[src/rtl/seq_input_ctrl.sv]
// Input controller for a serial sequence detector: debounced manual bit entry,
// LSB-first pattern playback with fixed strobe spacing, and a success counter.
module seq_input_ctrl #(
    parameter int DEBOUNCE_CYCLES = 4,
    parameter int GAP_CYCLES      = 3
) (
    input  logic        clock,
    input  logic        reset,
    input  logic        key1,
    input  logic        switch0,
    input  logic        auto_mode,
    input  logic        start,
    input  logic [31:0] pattern,
    input  logic [5:0]  pat_len,
    input  logic        det_success,
    output logic        bit_valid,
    output logic        bit_data,
    output logic        busy,
    output logic        done,
    output logic [5:0]  match_count,
    output logic [1:0]  ctrl_state
);

    typedef enum logic [1:0] {
        S_IDLE   = 2'b00,
        S_PLAY   = 2'b01,
        S_GAP    = 2'b10,
        S_FINISH = 2'b11
    } state_t;

    localparam int              RUN_W    = $clog2(DEBOUNCE_CYCLES + 1);
    localparam logic [RUN_W-1:0] RUN_MAX = RUN_W'(DEBOUNCE_CYCLES);
    localparam logic [7:0]      GAP_LAST = 8'(GAP_CYCLES - 1);

    logic             sync1_q, sync2_q, last_q;
    logic             deb_q, deb_prev_q, armed_q;
    logic [RUN_W-1:0] run_q, run_d;
    logic             run_hit, key_rise;

    state_t      state_q, state_d;
    logic [4:0]  idx_q, idx_d;
    logic [7:0]  gap_q, gap_d;
    logic [31:0] pat_q, pat_d;
    logic [5:0]  len_q, len_d;
    logic [5:0]  len_clamp;
    logic        start_acc;
    logic        bit_valid_q, bit_valid_d;
    logic        bit_data_q, bit_data_d;
    logic        busy_q, busy_d;
    logic        done_q, done_d;
    logic        det_prev_q;
    logic [5:0]  match_q, match_d;

    // Run length of identical synchronized samples; the level follows once a run reaches the limit.
    always_comb begin
        run_d = run_q;
        if (sync2_q != last_q) begin
            run_d = RUN_W'(1);
        end else if (run_q != RUN_MAX) begin
            run_d = run_q + RUN_W'(1);
        end
    end

    assign run_hit = (run_d == RUN_MAX);
    // armed_q blocks the edge from a key that was already held through reset.
    assign key_rise = deb_q & ~deb_prev_q & armed_q;

    always_ff @(posedge clock) begin
        if (!reset) begin
            sync1_q    <= 1'b0;
            sync2_q    <= 1'b0;
            last_q     <= 1'b0;
            run_q      <= '0;
            deb_q      <= 1'b0;
            deb_prev_q <= 1'b0;
            armed_q    <= 1'b0;
        end else begin
            sync1_q    <= key1;
            sync2_q    <= sync1_q;
            last_q     <= sync2_q;
            run_q      <= run_d;
            deb_prev_q <= deb_q;
            if (run_hit) begin
                deb_q <= sync2_q;
            end
            if (run_hit && !sync2_q) begin
                armed_q <= 1'b1;
            end
        end
    end

    assign len_clamp = (pat_len > 6'd32) ? 6'd32 : pat_len;
    assign start_acc = (state_q == S_IDLE) && auto_mode && start;

    always_comb begin
        state_d     = state_q;
        idx_d       = idx_q;
        gap_d       = gap_q;
        pat_d       = pat_q;
        len_d       = len_q;
        bit_valid_d = 1'b0;
        bit_data_d  = bit_data_q;
        unique case (state_q)
            S_IDLE: begin
                if (start_acc) begin
                    pat_d = pattern;
                    len_d = len_clamp;
                    idx_d = 5'd0;
                    if (len_clamp != 6'd0) begin
                        state_d     = S_PLAY;
                        bit_valid_d = 1'b1;
                        bit_data_d  = pattern[0];
                    end else begin
                        state_d = S_FINISH;
                    end
                end else if (!auto_mode && key_rise) begin
                    bit_valid_d = 1'b1;
                    bit_data_d  = switch0;
                end
            end
            S_PLAY: begin
                if (!auto_mode) begin
                    state_d = S_IDLE;
                end else if ({1'b0, idx_q} == len_q - 6'd1) begin
                    state_d = S_FINISH;
                end else begin
                    idx_d   = idx_q + 5'd1;
                    gap_d   = 8'd0;
                    state_d = S_GAP;
                end
            end
            S_GAP: begin
                if (!auto_mode) begin
                    state_d = S_IDLE;
                end else if (gap_q == GAP_LAST) begin
                    state_d     = S_PLAY;
                    bit_valid_d = 1'b1;
                    bit_data_d  = pat_q[idx_q];
                end else begin
                    gap_d = gap_q + 8'd1;
                end
            end
            S_FINISH: begin
                state_d = S_IDLE;
            end
            default: begin
                state_d = S_IDLE;
            end
        endcase
    end

    assign done_d = (state_d == S_FINISH);
    assign busy_d = (state_d != S_IDLE);

    // Start acceptance clears the counter and takes priority over a coincident success edge.
    always_comb begin
        match_d = match_q;
        if (start_acc) begin
            match_d = 6'd0;
        end else if (det_success && !det_prev_q && (match_q != 6'd63)) begin
            match_d = match_q + 6'd1;
        end
    end

    always_ff @(posedge clock) begin
        if (!reset) begin
            state_q     <= S_IDLE;
            idx_q       <= 5'd0;
            gap_q       <= 8'd0;
            bit_valid_q <= 1'b0;
            bit_data_q  <= 1'b0;
            busy_q      <= 1'b0;
            done_q      <= 1'b0;
            det_prev_q  <= 1'b0;
            match_q     <= 6'd0;
        end else begin
            state_q     <= state_d;
            idx_q       <= idx_d;
            gap_q       <= gap_d;
            bit_valid_q <= bit_valid_d;
            bit_data_q  <= bit_data_d;
            busy_q      <= busy_d;
            done_q      <= done_d;
            det_prev_q  <= det_success;
            match_q     <= match_d;
        end
    end

    always_ff @(posedge clock) begin
        pat_q <= pat_d;
        len_q <= len_d;
    end

    assign bit_valid   = bit_valid_q;
    assign bit_data    = bit_data_q;
    assign busy        = busy_q;
    assign done        = done_q;
    assign match_count = match_q;
    assign ctrl_state  = state_q;

endmodule

[config.mk]
export PLATFORM = sky130hd
export DESIGN_NAME = seq_input_ctrl
export DESIGN_NICKNAME = d
export VERILOG_FILES = /design/src/rtl/seq_input_ctrl.sv
export SDC_FILE = /design/constraint.sdc
export NUM_CORES = 1
export LEC_CHECK = 0
export ABC_AREA = 1
export BUFFER_PORTS_ARGS = -buffer_cell sky130_fd_sc_hd__buf_4
export CELL_PAD_IN_SITES_DETAIL_PLACEMENT = 0
export CELL_PAD_IN_SITES_GLOBAL_PLACEMENT = 1
export CORE_ASPECT_RATIO = 2
export CORE_MARGIN = 2
export CORE_UTILIZATION = 45
export CTS_BUF_LIST = sky130_fd_sc_hd__clkbuf_4 sky130_fd_sc_hd__clkbuf_8 sky130_fd_sc_hd__clkbuf_16
export CTS_CLUSTER_SIZE = 8
export DETAILED_ROUTE_END_ITERATION = 8
export GPL_TIMING_DRIVEN = 0
export PLACE_DENSITY_LB_ADDON = 0.1
export REMOVE_ABC_BUFFERS = 1
export SYNTH_ARGS = -nofsm -noshare
export SYNTH_HDL_FRONTEND = slang
export SYNTH_SLANG_ARGS = --single-unit
[constraint.sdc]
create_clock -name clock -period 4.11 [get_ports clock]
set_clock_uncertainty 0.15 [all_clocks]
set_input_delay 1.0275 -clock clock [delete_from_list [all_inputs] [get_ports clock]]
set_output_delay 1.0275 -clock clock [all_outputs]
set_load 0.01 [all_outputs]
; Word level (Yosys, flattened, before mapping)
; Cells that the tools add are included.
[classes]
addsub = 5
bitwise = 4
mul = 0
mux = 33
shifts = 0
reduce_logical = 20
div = 0
magnitude_cmp = 2
n_eq_ne = 18
[op_table]
columns = op, count
row1 = $mux W8, 4
row2 = $pmux W8 S2, 1
row3 = $mux W5, 3
row4 = $mux W1, 12
row5 = $ne A2 B2 Y1 const B, 6
row6 = $mux W2, 5
row7 = $pmux W5 S2, 1
row8 = $reduce_and A5 Y1, 2
row9 = $add A8 B1 Y8 const B, 1
row10 = $eq A8 B2 Y1 const B, 1
row11 = $pmux W2 S4, 1
row12 = $reduce_bool A2 Y1, 4
row13 = $add A6 B1 Y6 const B, 1
row14 = $eq A2 B2 Y1 const B, 3
row15 = $eq A5 B6 Y1, 1
row16 = $gt A6 B6 Y1 const B, 1
row17 = $logic_and A1 B1 Y1, 6
row18 = $lt A5 B6 Y1 const B, 1
row19 = $mux W3, 2
row20 = $mux W6, 1
row21 = $ne A3 B2 Y1 const B, 2
row22 = $ne A6 B6 Y1 const B, 1
row23 = $reduce_bool A6 Y1, 1
row24 = $sub A6 B1 Y6 const B, 1
row25 = other kinds (15), 20
[word_totals]
register_bits = 73
n_memories = 0
ram_bits = 0
latchBits = 0
elab_cells = 100
rom_bits = 0
out_inout_bits = 12
inputBits = 45

; Longest topological paths before layout
; Gate-level depths: netlist of the first run.
[logic_depth]
depth_word = 7
mapped_depth = 15
ltp_nobuf = 15

; Worst setup path after synthesis of the first run
; No wires, ideal clock.
[synth_timing]
path_kind = input to register
start = input port start
end = register bit_data_q, in the netlist bit_data
stages = 7
t_required_ns = 3.841
setup_ns = 0.119
slack_ns = 1.660
n_path_buf = 0
t_arrival_ns = 2.181
path_cell_list = nand3_1 inv_2 nand4_1 nand3_1 nand2_1 o21ai_0 a21oi_1
[synth_via]
elab_chain_cells = 3
word_cells_on_any_way = 6
cone_classes = eq/ne (2) / mux (2) / reduce/logical (2)
[synth_lines]
columns = element, line_no
row1 = "start, declared", 12  ; input logic start,
row2 = $logic_and A1 B1 Y1 (*), 93  ; assign start_acc = (state_q == S_IDLE) && auto_mode && start;
row3 = $ne A3 B2 Y1 (no source line) / $mux W1 (equally long branches), --
row4 = $reduce_and A5 Y1 (no source line) / $pmux W1 S2 (equally long branches), --
row5 = "end signal, assigned", 181  ; bit_data_q <= bit_data_d;
row6 = "end, declared", 48  ; logic bit_data_q, bit_data_d;
; Mark *: on every way between the ends. The rest lies on a longest branch, timed or not.
; A chain may end at the register's enable or synchronous reset.

; Final worst setup path of the first run
[layout_timing]
start = input port auto_mode
end = register bit_data_q, in the netlist bit_data
[layout_via]
elab_chain_cells = 4
word_cells_on_any_way = 10
cone_classes = eq/ne (3) / mux (2) / reduce/logical (5)
[layout_lines]
columns = element, line_no
row1 = "start, declared", 11  ; input logic auto_mode,
row2 = $logic_and A1 B1 Y1 / $logic_not A1 Y1 (equally long branches), --
row3 = "$logic_and A1 B1 Y1, on equally long branches", "93, 116"
row4 = $ne A3 B2 Y1 (no source line) / $mux W1 (equally long branches), --
row5 = $reduce_and A5 Y1 (no source line) / $pmux W1 S2 (equally long branches), --
; Parallel ways exist; a longest one is shown, timed or not.

==> results of run 1 <==
-- worst paths after layout --
check,slack [ps],endpoint,from,depth (start not counted)
worst max-delay path,1460,bit_data,auto_mode,8
worst min-delay path,270,sync2_q,sync1_q,2
worst max register to register,1690,bit_data,ctrl_state[1],8
worst min register to register,270,sync2_q,sync1_q,2
-- routing by layer --
| layer | wire [µm] | vias up | track usage, % |
|---|---|---|---|
| met2 | 4407 | 41 | 37.47 |
| met1 | 2648 | 1276 | 18.44 |
| met4 | 234 | 0 | 10.08 |
| met3 | 304 | 15 | 5.245 |
| met5 | 0 | - | 0 |
| li1 | - | 1437 | - |
-- area by class of cell --
type | instances | area share [%]
flip-flops and latches | 73 | 43.17
multi-input cells | 269 | 32.26
repair buffers | 56 | 9.853
clock buffers | 9 | 5.279
inverters | 57 | 5.015
well taps | 94 | 2.757
clock inverters | 7 | 1.672
-- synthesized netlist by cell type (3+ instances only) --
cell,number
nand4_1,5
ha_1,7
inv_2,10
nand3_1,25
nor2_1,68
nand2_1,74
buf_4,4
inv_1,47
dfxtp_1,35
nor2_4,5
o211ai_1,4
edfxtp_1,38
nor3_1,5
a21oi_1,18
xor2_1,10
o21ai_0,24
nand2_2,3
-- per-stage QoR --
| step | worst slack [ps] | std cells | power [W] | cell area (µm²) |
|---|---|---|---|---|
| 6_report | 1460 | 565 | 0.001748 | 4267 |
| 5_1_grt | 1185 | 565 | 0.001822 | 4267 |
| 4_1_cts | 1396 | 565 | 0.001777 | 4267 |
| 3_5_place_dp | 1040 | 549 | 0.0009988 | 3970 |
| 3_3_place_gp | 1056 | 549 | 0.0009955 | 3970 |
| 2_1_floorplan | 1660 | 399 | 0.0009245 | 3432 |
-- flip-flops by register name, summed over array words and instances (netlist names), 2 cells and up --
register / count
idx_q: 5
gap_q: 8
run_q: 3
len_q: 6
match_count: 6
pat_q: 32
ctrl_state: 2
-- worst max-delay path, cell delays in order --
cell and delay, ps:
buf_4 110, nand3_1 160, inv_2 650, nand4_1 280, nand3_1 180, nand2_1 90
o21ai_0 140, a21oi_1 60
-- power by group --
group | internal [W] | leakage, nW | switching [W]
Combinational | 0.0000680 | 1.05 | 0.0000883
Clock | 0.000468 | 0.139 | 0.000301
Sequential | 0.000801 | 0.641 | 0.0000220
Total | 0.00134 | 1.83 | 0.000411
-- cell families (layout without fill, tap and decap cells) --
group | Yosys count | in the layout
and+or+nand+nor | 196 | 196
adders and majority gates | 7 | 7
xor gates and xnor gates | 12 | 12
AOI/OAI and AO/OA | 54 | 54
DFF | 73 | 73
buffers and inverters | 66 | 129
==> metrics.txt, run 1 <==
most area-hungry cell type in the Yosys netlist=edfxtp_1; share of layout cells above drive strength 1=21.02%; Post CTS Setup Buffer Count=0; Via density=4.901; WL/cell=13.44 µm; Critical Path RT=4190 ps; PortBufs=56; post-CTS resize count=0; Synth warnings=0; Area Overhead vs Synth=22.22%; # DRC=0; Cells after Synth=408; Peak supply drop=0.0002204 V; largest family of logic cells by synthesized area=simple AND/OR/NAND/NOR gates; fraction of registers with async set/reset=0%; Post-Synth XOR/XNOR Area=3.011%; Synth Area in Simple Gates=25.48%; post-synthesis cell area=0.003491 mm²; Crit Path Class=in -> reg; H-tree lvl count=3; Detailed Place HPWL=5.535 mm; root buf cell=clkbuf_16; CTS Hold Bufs=0; sequential area share after synthesis=52.76%; Final Core Density=56.55%; Nets=518; crit path DAT=2730 ps; Yosys reg bits=73; I/O pin count=57; mux cell area share after synthesis=0%; CTS buffer count=9; Std-Cell Core Area=0.007545 mm²; Rows=45; Static Leak=1.828 nW; Cell variety after synth=32; first-pass GRT wire length=12.45 mm; setup TNS=0 ps; Die Span X=66.28 µm; Worst setup SP type=input pin; EDFF count, synth=38; Max Fclk=0.3774 GHz; largest net degree at the start of global routing=42; Hold WC Path Type=reg -> reg; worst hold slack=272.4 ps; adder-cell area share of the yosys netlist=2.509%; commonest non-fill, non-tap cells in the layout=nand2_1 (74), nor2_1 (68), buf_4 (56), inv_1 (47), edfxtp_1 (38); Initial Util=46.27%; area of the multi-input gates=0.001376 mm²; CTS Sinks=73; clock latency on the worst-skew pair=340 ps; vias in the first global route=2,801; most common cell after layout, fill and taps aside=nand2_1; Die Ht=128.6 µm; Max Cap Viol=0; worst slew pin tran=851.2 ps; Critical Path Sink Type=register; Die Area=0.008521 mm²; register area=0.001842 mm²; final setup vio count=0; outcome=complete, no violations; post-synthesis compound-gate area fraction=8.423%; Slew headroom=43.17%; power per cell area=409.8 mW/mm²; syn_area_per_cell=8.556 µm²; max-slew violations=0; Iter 0 DRT Violations=94; crit-path max FO=41; period utilization=64.47%; Final Hold Viols=0; initial antenna violation count=0; top-area cell type share of the netlist area=32.69%; via count=2,769; RSZ-0062 raised after global routing=false; WL final=7.594 mm; Main synth FF type=edfxtp_1; CTS tree=yes; clock-pin slew on the worst setup and hold paths=60 ps; Fill cells=708; Total GRT Usage=19.75%; gp weighted congestion=0.7901; total global routing overflow=0; Initial DRT Pass Iterations=4; clk buf depth=2; largest cells by area after synthesis=edfxtp_1 (33%), dfxtp_1 (20%), nand2_1 (8.0%), nor2_1 (7.3%), inv_1 (5.1%); fin crit period=2650 ps; ANT cells=0; antenna-violating nets left=0
Power figures use the tool's default switching activity.
==> run 2: changes to the inputs <==
Settings changed: CORE_UTILIZATION 45 to 42.
Clock period 4.11 ns to 2.7 ns, I/O delays scaled along.
==> run 2 against run 1 <==
Sequential power up 52%; highest routed layer unchanged; critical path depth did not move; clock power is 48% higher; critical path type is now reg -> reg; critical endpoint unchanged; largest cell class unchanged; via count is 0.61% higher.
==> metrics.txt, run 2 (same netlist as run 1, synthesis figures left out) <==
outcome=complete, no violations (unchanged); Fill cells=813 (was 708); PortBufs=56 (unchanged); register area=0.001842 mm² (unchanged); Largest regs=pat_q (32), gap_q (8) (unchanged); Final Hold Viols=0 (unchanged); Critical Path Sink Type=register (unchanged); Max Fclk=0.4161 GHz; clk buf depth=2 (unchanged); cells on worst reg2reg path=8 (unchanged); Peak supply drop=0.0004194 V (was 0.0002204 V); CTS Sinks=73 (unchanged); register with the most flip-flops=pat_q (unchanged); clock latency on the worst-skew pair=330 ps (was 340 ps); Std-Cell Core Area=0.008174 mm² (was 0.007545 mm²); via count=2,786 (was 2,769); total global routing overflow=0 (unchanged); Crit Path Class=reg -> reg (was in -> reg); max-slew violations=0 (unchanged); Worst setup SP type=register (was input pin); # DRC=0 (unchanged); final setup vio count=0 (unchanged); Die Ht=132.9 µm (was 128.6 µm); commonest non-fill, non-tap cells in the layout=nand2_1 (74), nor2_1 (68), buf_4 (56), inv_1 (47), edfxtp_1 (38) (unchanged); Critical Path RT=2770 ps (was 4190 ps); Die Span X=68.47 µm (was 66.28 µm); DP Area=0.003975 mm² (was 0.003970 mm²); crit path DAT=2470 ps (was 2730 ps); RSZ-0062 raised after global routing=false (unchanged); crit-path max FO=41 (unchanged); share of layout cells above drive strength 1=20.81% (was 21.02%); Final Core Density=52.18% (was 56.55%); critical path launch point=ctrl_state[1] (was auto_mode); Initial DRT Pass Iterations=4 (unchanged); Rows=47 (was 45); largest net degree at the start of global routing=42 (unchanged); Area Overhead vs Synth=22.19% (was 22.22%); most common cell after layout, fill and taps aside=nand2_1 (unchanged); CTS Hold Bufs=0 (unchanged); Static Leak=1.829 nW (was 1.828 nW); Slew headroom=42.93% (was 43.17%); worst slew pin tran=854.9 ps (was 851.2 ps); CP endpoint=bit_data (unchanged); I/O pin count=57 (unchanged); ANT cells=0 (unchanged); Hold WC Path Type=reg -> reg (unchanged); Die Area=0.009101 mm² (was 0.008521 mm²); worst reg2reg startpoint=ctrl_state[1] (unchanged); CTS tree=yes (unchanged); gp weighted congestion=0.8046 (was 0.7901); initial antenna violation count=0 (unchanged); antenna-violating nets left=0 (unchanged); Reg2Reg Setup Slack=300 ps (was 1690 ps); period utilization=89.02%; Worst R2R End=bit_data (unchanged); Largest register FFs=32 (unchanged); fin crit period=2404 ps; Initial Util=42.71% (was 46.27%); Max Cap Viol=0 (unchanged); Nets=518 (unchanged); H-tree lvl count=3 (unchanged); power per cell area=616.8 mW/mm² (was 409.8 mW/mm²); root buf cell=clkbuf_16 (unchanged); first-pass GRT wire length=12.48 mm (was 12.45 mm); clock-pin slew on the worst setup and hold paths=50 ps (was 60 ps); WL/cell=13.37 µm (was 13.44 µm); WL final=7.607 mm (was 7.594 mm); Via density=4.896 (was 4.901); setup TNS=0 ps (unchanged); Detailed Place HPWL=5.587 mm (was 5.535 mm); Iter 0 DRT Violations=157 (was 94); vias in the first global route=2,790 (was 2,801); design area=0.004265 mm² (was 0.004267 mm²); Total GRT Usage=18.79% (was 19.75%); area of the multi-input gates=0.001376 mm² (unchanged); CTS buffer count=9 (unchanged)
## run 2: cell count changes in the layout (fill, tap and decap cells not counted)
cell / delta
clkinvlp_4: -1
clkbuf_4: +1
clkbuf_8: +3
inv_2: -1
bufinv_16: -1
clkinv_1: +1
clkinv_4: -2
## run 2: power by group
group          leakage, nW  internal, W  switching, W
logic                 1.05     0.000104      0.000136
registers            0.641      0.00122     0.0000342
clock network        0.140     0.000701      0.000436
## run 2: timing repair
| item | 4_1_cts | 5_1_grt |
|---|---|---|
| gates resized for setup | 0 | 1 |
| buffers inserted | 0 | 0 |
| setup endpoints to repair | 0 | 1 |
## run 2: critical path, cell delays in order (launching register included)
cell and delay, ps:
dfxtp_1 500, nor2_1 110, nand3_1 160, clkinv_2 590
nand4_1 350, nand3_1 140, nand2_1 100, o21a_1 120
a21oi_1 60
## run 2: worst min path at each step
stage,startpoint,endpoint,slack [ps],depth (start not counted)
after floorplan,sync1_q,sync2_q,240,2
after global placement,sync1_q,sync2_q,260,2
after detailed placement,sync1_q,sync2_q,250,2
after CTS,sync1_q,sync2_q,280,2
after global routing,sync1_q,sync2_q,290,2
final,sync1_q,sync2_q,280,2
## run 2: cell type report
class                      count  share of cell area, %
clock inverter                 3                 0.3520
sequential                    73                  43.18
tap                           98                  2.875
multi-input combinational    269                  32.27
timing repair buffer          56                  9.856
clock buffer                  13                  6.424
inverter                      57                  5.045
## run 2: routing by layer
metal	part of all wire [%]	GRT usage [%]
met2	57	33.39
met1	37	18.89
met3	3.5	4.507
met5	0	0
met4	2.6	10.22
## run 2: stage by stage
step           worst slack, ps  instances  total power, W  hold WS [ps]
2_1_floorplan            602.1        399        0.001407         240.0
5_1_grt                  36.79        569        0.002743         292.6
6_report                 296.5        569        0.002631         276.2
4_1_cts                  219.3        569        0.002665         280.8
3_5_place_dp             9.144        553        0.001521         252.0
3_3_place_gp             20.77        553        0.001517         257.1
==> run 3: changes to the inputs <==
Settings changed: GPL_ROUTABILITY_DRIVEN set to 0, PLACE_DENSITY set to 0.76, PLACE_DENSITY_LB_ADDON 0.1 to unset.
==> run 3 against run 2 <==
Clock power grew 7%; design area grew 0.47%; global-route usage is 0.53 points lower; register-to-register slack got worse by 20 ps; flip-flop and latch count is the same; power increased by 3.2%; worst setup slack lost 17 ps; wire length shrank 0.46%; largest cell class unchanged; sequential power about the same; first-iteration DRC count decreased by 18%; critical endpoint unchanged.
==> metrics.txt, run 3 (same netlist as run 1, synthesis figures left out) <==
outcome=complete, no violations (unchanged); CTS Sinks=73 (unchanged); first-pass GRT wire length=12.31 mm (was 12.48 mm); worst path bufs/invs=1 (unchanged); Fill cells=793 (was 813); Switching Share=21.91% (was 23.04%); crit-path max FO=41 (unchanged); ANT cells=0 (unchanged); most common cell after layout, fill and taps aside=nand2_1 (unchanged); largest net degree at the start of global routing=42 (unchanged); net switching power=0.0005952 W (was 0.0006063 W); Critical Path RT=2770 ps (about the same); commonest non-fill, non-tap cells in the layout=nand2_1 (74), nor2_1 (68), buf_4 (56), inv_1 (47), edfxtp_1 (38) (unchanged); slowest stage cell, crit path=clkinv_2 (unchanged); Setup WS post-layout=279.4 ps (was 296.5 ps); initial antenna violation count=0 (unchanged); H-tree lvl count=3 (unchanged); Rows=47 (unchanged); Comb power frac=8.8% (was 9.1%); Slew headroom=45.61% (was 42.93%); setup TNS=0 ps (unchanged); Largest regs=pat_q (32), gap_q (8) (unchanged); power per cell area=633.9 mW/mm² (was 616.8 mW/mm²); Std-Cell Core Area=0.008174 mm² (unchanged); max-slew violations=0 (unchanged); Final Power=0.002716 W (was 0.002631 W); period utilization=89.65% (was 89.02%); Post CTS Setup Buffer Count=0 (unchanged); Critical Path Sink Type=register (unchanged); Die Ht=132.9 µm (unchanged); critical path launch point=ctrl_state[1] (unchanged); PortBufs=56 (unchanged); Hold WC Path Type=reg -> reg (unchanged); worst slew pin tran=814.8 ps (was 854.9 ps); CTS buffer count=9 (unchanged); Max Cap Viol=0 (unchanged); Reg power frac=46.2% (was 47.7%); Max Fclk=0.4131 GHz (was 0.4161 GHz); antenna-violating nets left=0 (unchanged); # DRC=0 (unchanged); total global routing overflow=0 (unchanged); Total GRT Usage=18.26% (was 18.79%); worst hold start=sync1_q (unchanged); crit path DAT=2490 ps (was 2470 ps); Final Hold Viols=0 (unchanged); P_int=0.002121 W (was 0.002025 W); Clock power frac=45.0% (was 43.2%); Initial Util=42.71% (unchanged); CP peak stage delay=570 ps (was 590 ps); Die Area=0.009101 mm² (unchanged); Nets=518 (unchanged); worst reg2reg startpoint=ctrl_state[1] (unchanged); critical path's top delay family=simple AND/OR/NAND/NOR gates (unchanged); CP cell instances=nor2_1 > nand3_1 > clkinv_2 > nand4_1 > nand3_1 > nand2_1 > o21a_1 > a21oi_1 (unchanged); fin crit period=2421 ps (was 2404 ps); Initial DRT Pass Iterations=5 (was 4); I/O pin count=57 (unchanged); vias in the first global route=2,737 (was 2,790); Iter 0 DRT Violations=129 (was 157); via count=2,798 (was 2,786); root buf cell=clkbuf_16 (unchanged); Static Leak=1.833 nW (was 1.829 nW); WL/cell=13.33 µm (was 13.37 µm); Largest register FFs=32 (unchanged); CTS tree=yes (unchanged); CP dominant cell by count=nand3_1 (unchanged); Via density=4.926 (was 4.896); WL final=7.572 mm (was 7.607 mm); Detailed Place HPWL=5.615 mm (was 5.587 mm); RSZ-0062 raised after global routing=false (unchanged); Setup WS pre-CTS=-28.18 ps (was 9.144 ps); clk buf depth=2 (unchanged); register with the most flip-flops=pat_q (unchanged); share of layout cells above drive strength 1=20.85% (was 20.81%); Peak supply drop=0.0004528 V (was 0.0004194 V); Crit Path Class=reg -> reg (unchanged); clock-pin slew on the worst setup and hold paths=50 ps (about the same); Worst setup SP type=register (unchanged); Area Overhead vs Synth=22.76% (was 22.19%); clock latency on the worst-skew pair=330 ps (about the same); final setup vio count=0 (unchanged); Die Span X=68.47 µm (unchanged)
-- run 3: cell count changes in the layout (fill, tap and decap cells not counted) --
cell        change
clkinv_2        +1
clkbuf_8        -3
bufinv_16       +2
clkinv_1        -1
clkbuf_4        -1
clkinvlp_4      +1
-- run 3: final cells by class --
| type | instances | area, µm² | area share [%] |
|---|---|---|---|
| Clock buffer | 9 | 225.2 | 5.255 |
| Clock inverter | 6 | 83.83 | 1.956 |
| Inverter | 57 | 215.2 | 5.022 |
| Multi-Input combinational cell | 269 | 1376 | 32.12 |
| Sequential cell | 73 | 1842 | 42.98 |
| Tap cell | 98 | 122.6 | 2.861 |
| Timing Repair Buffer | 56 | 420.4 | 9.810 |
-- run 3: power by group through the flow --
| stage | Clock (W) | Combinational (W) | Sequential [W] |
|---|---|---|---|
| floorplan | 0 | 0.000138 | 0.00127 |
| global placement | 0 | 0.000238 | 0.00128 |
| detailed placement | 0 | 0.000242 | 0.00128 |
| CTS | 0.00126 | 0.000243 | 0.00126 |
| global route | 0.00130 | 0.000271 | 0.00126 |
| finish | 0.00122 | 0.000239 | 0.00125 |
-- run 3: worst min-delay path: cells and delay by family, from the launching register on --
kind	cells	cell delay, ps
buffers and inverters	1	40
flip-flops	1	300
AND/OR/NAND/NOR	1	50
-- run 3: repair_timing --
item | in CTS | in global routing
endpoints found under the hold margin | 0 | 0
endpoints found under the setup margin | 0 | 1
gates resized for setup | 0 | 1
hold buffers | 0 | 0
-- run 3: metal layers --
layer	GRT usage (%)	wire length, µm
met3	3.571	245
met5	0	0
met2	32.75	4353
met4	9.333	215
met1	18.86	2757
-- run 3: path summary, 6_finish.rpt --
path / endpoint / slack [ps] / depth (start not counted)
setup reg to reg: bit_data / 280 / 8
hold / removal: sync2_q / 270 / 2
setup / recovery: bit_data / 280 / 8
hold reg to reg: sync2_q / 270 / 2
-- run 3: stage by stage --
| step | cell area (µm²) | utilization (%) | std cells | hold WS (ps) |
|---|---|---|---|---|
| after floorplan | 3432 | - | 399 | 240.0 |
| after global placement | 3975 | 48.63 | 553 | 250.3 |
| after detailed placement | 3975 | 48.63 | 553 | 257.0 |
| after CTS | 4284 | 52.41 | 568 | 271.6 |
| after global routing | 4285 | 52.43 | 568 | 287.4 |
| final | 4285 | 52.43 | 568 | 265.9 |
